### config.mk
export PLATFORM = sky130hd
export DESIGN_NAME = serial_ripple_subtractor
export DESIGN_NICKNAME = d
export VERILOG_FILES = /design/src/rtl/serial_ripple_subtractor.sv
export SDC_FILE = /design/constraint.sdc
export NUM_CORES = 1
export LEC_CHECK = 0
export ABC_AREA = 1
export CORE_UTILIZATION = 30
export DETAILED_ROUTE_END_ITERATION = 7
export GPL_TIMING_DRIVEN = 0
export PLACE_DENSITY = 0.55
export SYNTH_ARGS = -nofsm -noshare
export SYNTH_HDL_FRONTEND = slang
export SYNTH_SLANG_ARGS = --single-unit
export TNS_END_PERCENT = 30
### constraint.sdc
create_clock -name clk -period 1.45 [get_ports clk]
set_clock_uncertainty 0.05 [all_clocks]
set_input_delay 0.2175 -clock clk [delete_from_list [all_inputs] [get_ports clk]]
set_output_delay 0.2175 -clock clk [all_outputs]
set_load 0.05 [all_outputs]
### src/rtl/serial_ripple_subtractor.sv
// Bit-serial ripple-borrow subtractor: Diff = A - B - Bin, one bit per clock.
// A single full-subtractor cell feeds a result shift register; outputs update only on completion.
module serial_ripple_subtractor #(
  parameter int WIDTH = 4
) (
  input  logic             clk,
  input  logic             rst,
  input  logic             start,
  input  logic [WIDTH-1:0] A,
  input  logic [WIDTH-1:0] B,
  input  logic             Bin,
  output logic             busy,
  output logic             done,
  output logic [WIDTH-1:0] Diff,
  output logic             Bout
);

  localparam int CW = (WIDTH > 1) ? $clog2(WIDTH) : 1;

  typedef enum logic [1:0] {
    IDLE,
    RUN,
    DONE
  } state_t;

  state_t state_q, state_d;

  logic [WIDTH-1:0] a_q, a_d;
  logic [WIDTH-1:0] b_q, b_d;
  logic [WIDTH-1:0] res_q, res_d;
  logic [WIDTH-1:0] diff_q, diff_d;
  logic [CW-1:0]    cnt_q, cnt_d;
  logic             br_q, br_d;
  logic             bout_q, bout_d;

  logic a_i, b_i, d_i, br_next, last;

  always_comb begin
    a_i     = a_q[cnt_q];
    b_i     = b_q[cnt_q];
    d_i     = a_i ^ b_i ^ br_q;
    br_next = (~a_i & b_i) | (~(a_i ^ b_i) & br_q);
    last    = (cnt_q == CW'(WIDTH - 1));

    state_d = state_q;
    a_d     = a_q;
    b_d     = b_q;
    res_d   = res_q;
    diff_d  = diff_q;
    cnt_d   = cnt_q;
    br_d    = br_q;
    bout_d  = bout_q;

    case (state_q)
      IDLE: begin
        if (start) begin
          a_d     = A;
          b_d     = B;
          br_d    = Bin;
          cnt_d   = '0;
          res_d   = '0;
          state_d = RUN;
        end
      end
      RUN: begin
        // LSB-first: each new bit enters at the top and walks down.
        res_d = {d_i, res_q[WIDTH-1:1]};
        br_d  = br_next;
        if (last) begin
          diff_d  = res_d;
          bout_d  = br_next;
          cnt_d   = '0;
          state_d = DONE;
        end else begin
          cnt_d = cnt_q + CW'(1);
        end
      end
      DONE: begin
        state_d = IDLE;
      end
      default: begin
        state_d = IDLE;
      end
    endcase
  end

  always_ff @(posedge clk) begin
    if (rst) begin
      state_q <= IDLE;
      a_q     <= '0;
      b_q     <= '0;
      res_q   <= '0;
      diff_q  <= '0;
      cnt_q   <= '0;
      br_q    <= 1'b0;
      bout_q  <= 1'b0;
    end else begin
      state_q <= state_d;
      a_q     <= a_d;
      b_q     <= b_d;
      res_q   <= res_d;
      diff_q  <= diff_d;
      cnt_q   <= cnt_d;
      br_q    <= br_d;
      bout_q  <= bout_d;
    end
  end

  assign busy = (state_q != IDLE);
  assign done = (state_q == DONE);
  assign Diff = diff_q;
  assign Bout = bout_q;

endmodule

== Word level (Yosys, flattened, before mapping) ==
Index checks and enable logic that the tools add are counted.

* Magnitude comparators: 1
* Mux-type cells: 14
* Reductions and logical operators: 7
* Equality and inequality tests: 5
* Add/sub/neg operators: 1
* Bitwise gates (word level): 7

{| class="wikitable"
|+ Operators by type and width
! operator !! count
|-
| $mux W2 || 4
|-
| $pmux W2 S2 || 2
|-
| $pmux W4 S2 || 1
|-
| $reduce_and A2 Y1 || 4
|-
| $bmux W1 S2 || 2
|-
| $eq A2 B2 Y1 const B || 2
|-
| $mux W4 || 1
|-
| $ne A2 B2 Y1 const B || 2
|-
| $reduce_bool A2 Y1 || 2
|-
| $lt A2 B3 Y1 const B || 1
|-
| $mux W1 || 3
|-
| $add A2 B1 Y2 const B || 1
|-
| $and A1 B1 Y1 || 2
|-
| $eq A2 B1 Y1 const B || 1
|-
| $logic_not A2 Y1 || 1
|-
| $not A1 Y1 || 2
|-
| $pmux W1 S2 || 1
|-
| $xor A1 B1 Y1 || 2
|-
| $or A1 B1 Y1 || 1
|}

* Bits in registers: 22
* Word-level logic and storage cells: 43
* Input port bits: 12
* Output and inout port bits: 7

== Logic depth before layout (Yosys ltp) ==
Gate-level depths: netlist (run 1).

* Depth after elaboration: 7
* Gate-level depth with buffers: 10
* Depth with buffers taken out: 10

== Worst setup path before layout (run 1) ==
OpenSTA, ideal clock, no wires.

* Path type: flip-flop to flip-flop
* Start: reg cnt_q[0]
* End: reg res_q[3]
* Cell stages (with the launch flop): 7
* Clock period less this slack: 1.480 ns
* Setup time: 0.070 ns
* Arrival time: 1.361 ns
* Buffers on the path: 0
* Path slack: -0.030 ns
* Path through: dfxtp_1 -> inv_1 -> a21oi_1 -> a21oi_1 -> fa_1 -> nand2_1 -> a21oi_1

* Longest elaborated chain between the ends: 5

{| class="wikitable"
|+ RTL lines
! item !! RTL line !! source
|-
| start: declaration || 32 || <nowiki>logic [CW-1:0] cnt_q, cnt_d;</nowiki>
|-
| start signal: assignment || 103 || <nowiki>cnt_q <= cnt_d;</nowiki>
|-
| $bmux W1 S2 (on tied branches) || 39, 40 ||
|-
| $mux W1 (on tied branches) || 39, 40 ||
|-
| $xor A1 B1 Y1 (*) (2 in series) || 41 || <nowiki>d_i = a_i ^ b_i ^ br_q;</nowiki>
|-
| via d_i || 36 || <nowiki>logic a_i, b_i, d_i, br_next, last;</nowiki>
|-
| $pmux W4 S2 (*) || 54 || <nowiki>case (state_q)</nowiki>
|-
| end signal: assignment || 101 || <nowiki>res_q <= res_d;</nowiki>
|-
| end: declaration || 30 || <nowiki>logic [WIDTH-1:0] res_q, res_d;</nowiki>
|}

The timed path passes the listed nets; every way through them passes the cells marked *. The select of a mux whose other input is x is not followed.
A chain may end at the register's enable or synchronous reset.

== Final worst setup path (run 1) ==
* Start: reg cnt_q[1]
* End: reg res_q[3]

The elaborated chain is that of the path after synthesis.

==> impl_metrics.json, run 1 <==
{
  "drive_gt1_share_pct": 23.40,
  "maxSlewHeadroom_pct": 67.38,
  "fin_ws_ps": -104.1,
  "p_per_area_nw_per_um2": 970.8,
  "cts_hold_buf": 0,
  "post-place-ws_ps": -167.5,
  "regArea_sq_um": 427.9,
  "cts_tree": "done",
  "reg2reg_from": "cnt_q[1]",
  "vias_per_cell": 4.587,
  "holdPathEnd": "Diff[1]",
  "fmax_ghz": 0.6435,
  "wl_per_cell_microns": 10.69,
  "p_leak_nw": 0.4907,
  "drc": 0,
  "cap_violations": 0,
  "num_rows": 19,
  "finalNetCount": 156,
  "ant_nets": 0,
  "synthCells": 118,
  "synth_top_area_cell": "dfxtp_1",
  "ctsLongestPathBuffers": 2,
  "dp.cells": 167,
  "grt_usage_pct": 12.68,
  "finalSetupTns_ps": -140.9,
  "multi_input_area_sq_um": 424.2,
  "worstMarginPinSlew_ps": 491.2,
  "syn_nets": 132,
  "dr.pass1.iters": 2,
  "die_width_microns": 55.69,
  "portBuffers": 18,
  "grt_overflow": 0,
  "finish.utilization_pct": 41.37,
  "status": "finished with violations",
  "insertedDiodeCount": 0,
  "worstSetupStartpointType": "flip-flop",
  "fin_cells": 172,
  "vias": 789,
  "wirelength_mm": 1.838,
  "die-area_sq_um": 3101,
  "reg2reg_depth": 6,
  "grt_first_pass_wirelength_mm": 3.125,
  "slew_viol_final": 0,
  "nFillCells": 282,
  "gp_congestion": 0.7459,
  "clk_latency_ps": 300,
  "setup_viol_count_final": 3,
  "syn2layout_area_growth_pct": 30.82,
  "worstHoldStart": "Diff[1]",
  "violations": "negative setup slack",
  "period_share_pct": 107.2,
  "cts_num_sinks": 21,
  "seq_area_frac_synth_pct": 48.63,
  "synth_top_area_share_pct": 48.63,
  "synthDistinctLibCells": 17,
  "yosys_register_bits": 21,
  "hold_ws_ps": 425.1,
  "dieHeight_microns": 55.69,
  "reg2reg_slack_ps": -100,
  "initialDrtViolationCount": 16,
  "clk_pin_slew_ps": 110,
  "avgSynthCellArea_sq_um": 7.327,
  "worstSetupStartpoint": "cnt_q[1]",
  "worstPathMaxFanout": 6,
  "crit_path_end_kind": "flip-flop",
  "holdPathStages": 2,
  "rsz0062_at_grt": "yes",
  "root_buffer": "clkbuf_4",
  "io_pins": 19,
  "hpwl_mm": 1.335,
  "synthTopCellsByArea": "dfxtp_1 49%, nand2_1 11%, nor2_1 10%, o21ai_0 5.8%, a21oi_1 5.2%",
  "final_hold_viol_count": 0,
  "antenna_found_initial": 0,
  "syn-cell-area_sq_um": 864.6,
  "final_cell_mix": "24 x nor2_1, 24 x nand2_1, 17 x dfxtp_1, 11 x clkdlybuf4s50_1, 10 x o21ai_0",
  "cts_buffers": 3,
  "period_needed_ps": 1554,
  "worstPathRequired_ps": 1630,
  "initial_utilization_pct": 31.62,
  "fp.coreArea_sq_um": 2734,
  "arrival_ps": 1740,
  "yosys_warnings": 0,
  "r2r_end": "res_q[3]",
  "grt_pass1_vias": 703,
  "ir_drop_mv": 0.4798,
  "min_path_type": "reg2reg",
  "worstSetupPathType": "reg2reg",
  "grt_max_degree": 12,
  "htree_levels": 1
}
-- cells in the mapped netlist --
master,count
nand2_1,26
nor2_1,24
dfxtp_1,21
inv_1,10
o21ai_0,10
a21oi_1,9
nand3_1,5
nor2_2,3
nand2_2,2
buf_2,1
clkinv_2,1
fa_1,1
ha_1,1
inv_2,1
o21a_1,1
o21ai_1,1
o21ai_2,1
-- state kept, by name, indices dropped and copies added (netlist names) --
name,count
state_q,2
cnt_q,2
Diff,4
Bout,1
br_q,1
a_q,4
res_q,3
b_q,4
-- worst max-delay path by stage --
stage / depth (start not counted) / to
global route: 6 / res_q[3]
finish: 6 / res_q[3]
global placement: 3 / done
floorplan: 7 / res_q[3]
CTS: 7 / res_q[3]
detailed placement: 3 / done
-- repair_timing --
item / 4_1_cts / 5_1_grt
gates resized for setup: 20 / 21
pin swaps: 0 / 8
setup endpoints to repair: 10 / 11
hold endpoints to repair: 0 / 0
buffers inserted: 0 / 1
-- kinds of logic after synthesis --
logic type | share of synthesized area [%]
AO/OA/AOI/OAI | 13.46
adder cells (fa/ha/maj) | 3.763
flip-flops | 48.62
buffers and inverters | 5.932
AND/OR/NAND/NOR | 28.22
-- routing by layer --
metal  global-route usage [%]  share of wire (%)
met1                    16.89                 51
met2                    19.62                 44
met3                    2.326                2.9
met4                    6.429                1.6
met5                        0                  0
-- where the power goes --
part,internal (W),switching (W),leakage [nW]
combinational,0.0000842,0.000102,0.302
sequential,0.000608,0.0000288,0.174
clock,0.000107,0.000168,0.0150
-- final cells by class --
class / instances / share of cell area [%]
repair buffers: 19 / 14.16
well taps: 31 / 3.429
inverters: 12 / 4.314
multi-input cells: 84 / 37.50
clock buffers: 4 / 2.323
flip-flops and latches: 21 / 37.83
plain buffers: 1 / 0.4425
-- through the flow --
| stage | total power (W) | cell area (sq um) |
|---|---|---|
| after floorplan | 0.0007468 | 865.8 |
| after global placement | 0.0008123 | 1085 |
| after detailed placement | 0.0008145 | 1085 |
| after CTS | 0.001085 | 1101 |
| after global routing | 0.001169 | 1131 |
| final | 0.001098 | 1131 |
-- worst max-delay path, stage by stage (launching register included) --
cell and delay (ps):
dfxtp_2 420, nand2_1 90, a21oi_2 120, a21oi_2 60
fa_2 580, nand2_1 60, a21oi_1 120
Power figures use the tool's default switching activity.
==> inputs of run 2 (changes only) <==
==> constraint.sdc (replaced) <==
create_clock -name clk -period 1.35 [get_ports clk]
set_clock_uncertainty 0.05 [all_clocks]
set_input_delay 0.2025 -clock clk [delete_from_list [all_inputs] [get_ports clk]]
set_output_delay 0.2025 -clock clk [all_outputs]
set_load 0.05 [all_outputs]
==> run 2 against run 1 <==
Compared with the run above: the run still ends with negative setup slack left; hold slack better by 1.5 ps; largest cell class unchanged; sequential power is 6.8% higher; critical path type unchanged; global-route usage is 0.28 points lower; final cell count stayed put.
==> impl_metrics.json, run 2 (synthesis gave the netlist of run 1 again) <==
{
  "status": "finished with violations",
  "violations": "negative setup slack",
  "io_pins": 19,
  "worstPathRequired_ps": 1530,
  "setup_viol_count_final": 3,
  "worstPathMaxFanout": 6,
  "finalNetCount": 156,
  "cts_num_sinks": 21,
  "r2r_end": "res_q[3]",
  "drive_gt1_share_pct": 24.82,
  "cp_slowest_stage_delay_ps": 540,
  "final_hold_viol_count": 0,
  "portBuffers": 18,
  "htree_levels": 1,
  "drc": 0,
  "grt_max_degree": 12,
  "slew_viol_final": 0,
  "dr.pass1.iters": 4,
  "path_cells": "inv_4 > nand2_2 > a21oi_2 > a21oi_2 > fa_2 > nand2_1 > a21oi_1",
  "fp.coreArea_sq_um": 2734,
  "num_rows": 19,
  "final_cell_mix": "24 x nor2_1, 24 x nand2_1, 17 x dfxtp_1, 11 x clkdlybuf4s50_1, 10 x o21ai_0",
  "worstSetupPathType": "reg2reg",
  "wl_per_cell_microns": 10.54,
  "root_buffer": "clkbuf_4",
  "initial_utilization_pct": 31.62,
  "crit_path_end_kind": "flip-flop",
  "clk_pin_slew_ps": 110,
  "dieHeight_microns": 55.69,
  "fin_ws_ps": -167.7,
  "critPathSlowestCell": "fa_2",
  "arrival_ps": 1700,
  "period_needed_ps": 1518,
  "fmax_ghz": 0.6589,
  "fin_cells": 172,
  "finalSetupTns_ps": -373.7,
  "gp_congestion": 0.7437,
  "grt_pass1_vias": 724,
  "die-area_sq_um": 3101,
  "cts_tree": "done",
  "reg2reg_slack_ps": -170,
  "insertedDiodeCount": 0,
  "ir_drop_mv": 0.4762,
  "rsz0062_at_grt": "yes",
  "hpwl_mm": 1.323,
  "post-place-ws_ps": -257.6,
  "grt_overflow": 0,
  "cap_violations": 0,
  "worstHoldStart": "Diff[3]",
  "die_width_microns": 55.69,
  "reg2reg_depth": 7,
  "crit_path_frequent_cell": "a21oi_2",
  "vias": 774,
  "initialDrtViolationCount": 15,
  "worstSetupStartpointType": "flip-flop",
  "holdPathEnd": "Diff[3]",
  "wirelength_mm": 1.813,
  "dp.cells": 167,
  "ctsLongestPathBuffers": 2,
  "antenna_found_initial": 0,
  "ant_nets": 0,
  "min_path_type": "reg2reg",
  "clk_latency_ps": 290,
  "worstMarginPinSlew_ps": 299.8,
  "p_leak_nw": 0.4847,
  "vias_per_cell": 4.500,
  "maxSlewHeadroom_pct": 80.01,
  "cts_buffers": 3,
  "grt_first_pass_wirelength_mm": 3.056,
  "syn2layout_area_growth_pct": 33.72,
  "p_per_area_nw_per_um2": 1013,
  "finish.instance_area_sq_um": 1156,
  "placed_area_sq_um": 1086,
  "holdPathStages": 2,
  "grt_usage_pct": 12.40,
  "period_share_pct": 112.4,
  "cts_hold_buf": 0,
  "reg2reg_from": "cnt_q[0]"
}
run 2: cell count changes in the layout (fill, tap and decap cells not counted), moves of 2 or more:
cell,before,now
clkbuf_2,4,0
buf_4,1,3
clkdlybuf4s15_2,0,5
inv_2,2,4
inv_1,8,6
run 2: layout make-up:
class / instances / area (sq um)
Timing Repair Buffer: 19 / 188.9
Clock buffer: 4 / 26.28
Multi-Input combinational cell: 84 / 420.4
Buffer: 1 / 5.005
Sequential cell: 21 / 427.9
Tap cell: 31 / 38.79
Inverter: 12 / 48.80
Fill cell: 286 / 1578
run 2: worst max-delay path by stage:
stage	startpoint	endpoint	slack, ps	cells past startpoint
after global placement	state_q[1]	done	-230	3
final	cnt_q[0]	res_q[3]	-170	7
after CTS	cnt_q[0]	res_q[3]	-180	7
after global routing	cnt_q[0]	res_q[3]	-220	7
after floorplan	cnt_q[0]	res_q[3]	-50	7
after detailed placement	state_q[1]	done	-260	3
run 2: where the power goes:
part	switching, W	total, W	internal (W)
clock network	0.000174	0.000288	0.000115
logic	0.000111	0.000203	0.0000914
registers	0.0000268	0.000680	0.000653
run 2: layer usage:
metal,global-route usage [%],vias to the layer above,part of all wire [%]
met1,17.23,343,50
li1,-,419,-
met5,0,-,0
met3,1.628,2,2.6
met4,6.429,0,1.3
met2,18.76,10,46
run 2: metrics by stage:
step                util (%)  hold WS [ps]  total power (W)
global route           42.29         453.3         0.001234
detailed placement     39.73         412.3        0.0008771
global placement       39.73         410.3        0.0008735
floorplan                  -         214.2        0.0008031
CTS                    41.56         432.4         0.001176
finish                 42.29         426.5         0.001171
run 2: worst max-delay path: cells and delay by family, from the launching register on:
family	cells	cell delay [ps]
flops	1	390
compound gates	3	300
buf+inv	1	70
fa+ha+maj	1	540
simple gates	2	100
run 2: what timing repair did:
action | 4_1_cts | 5_1_grt
gates resized for setup | 32 | 10
endpoints found under the setup margin | 11 | 10
setup buffers | 1 | 0
pin swaps | 4 | 7
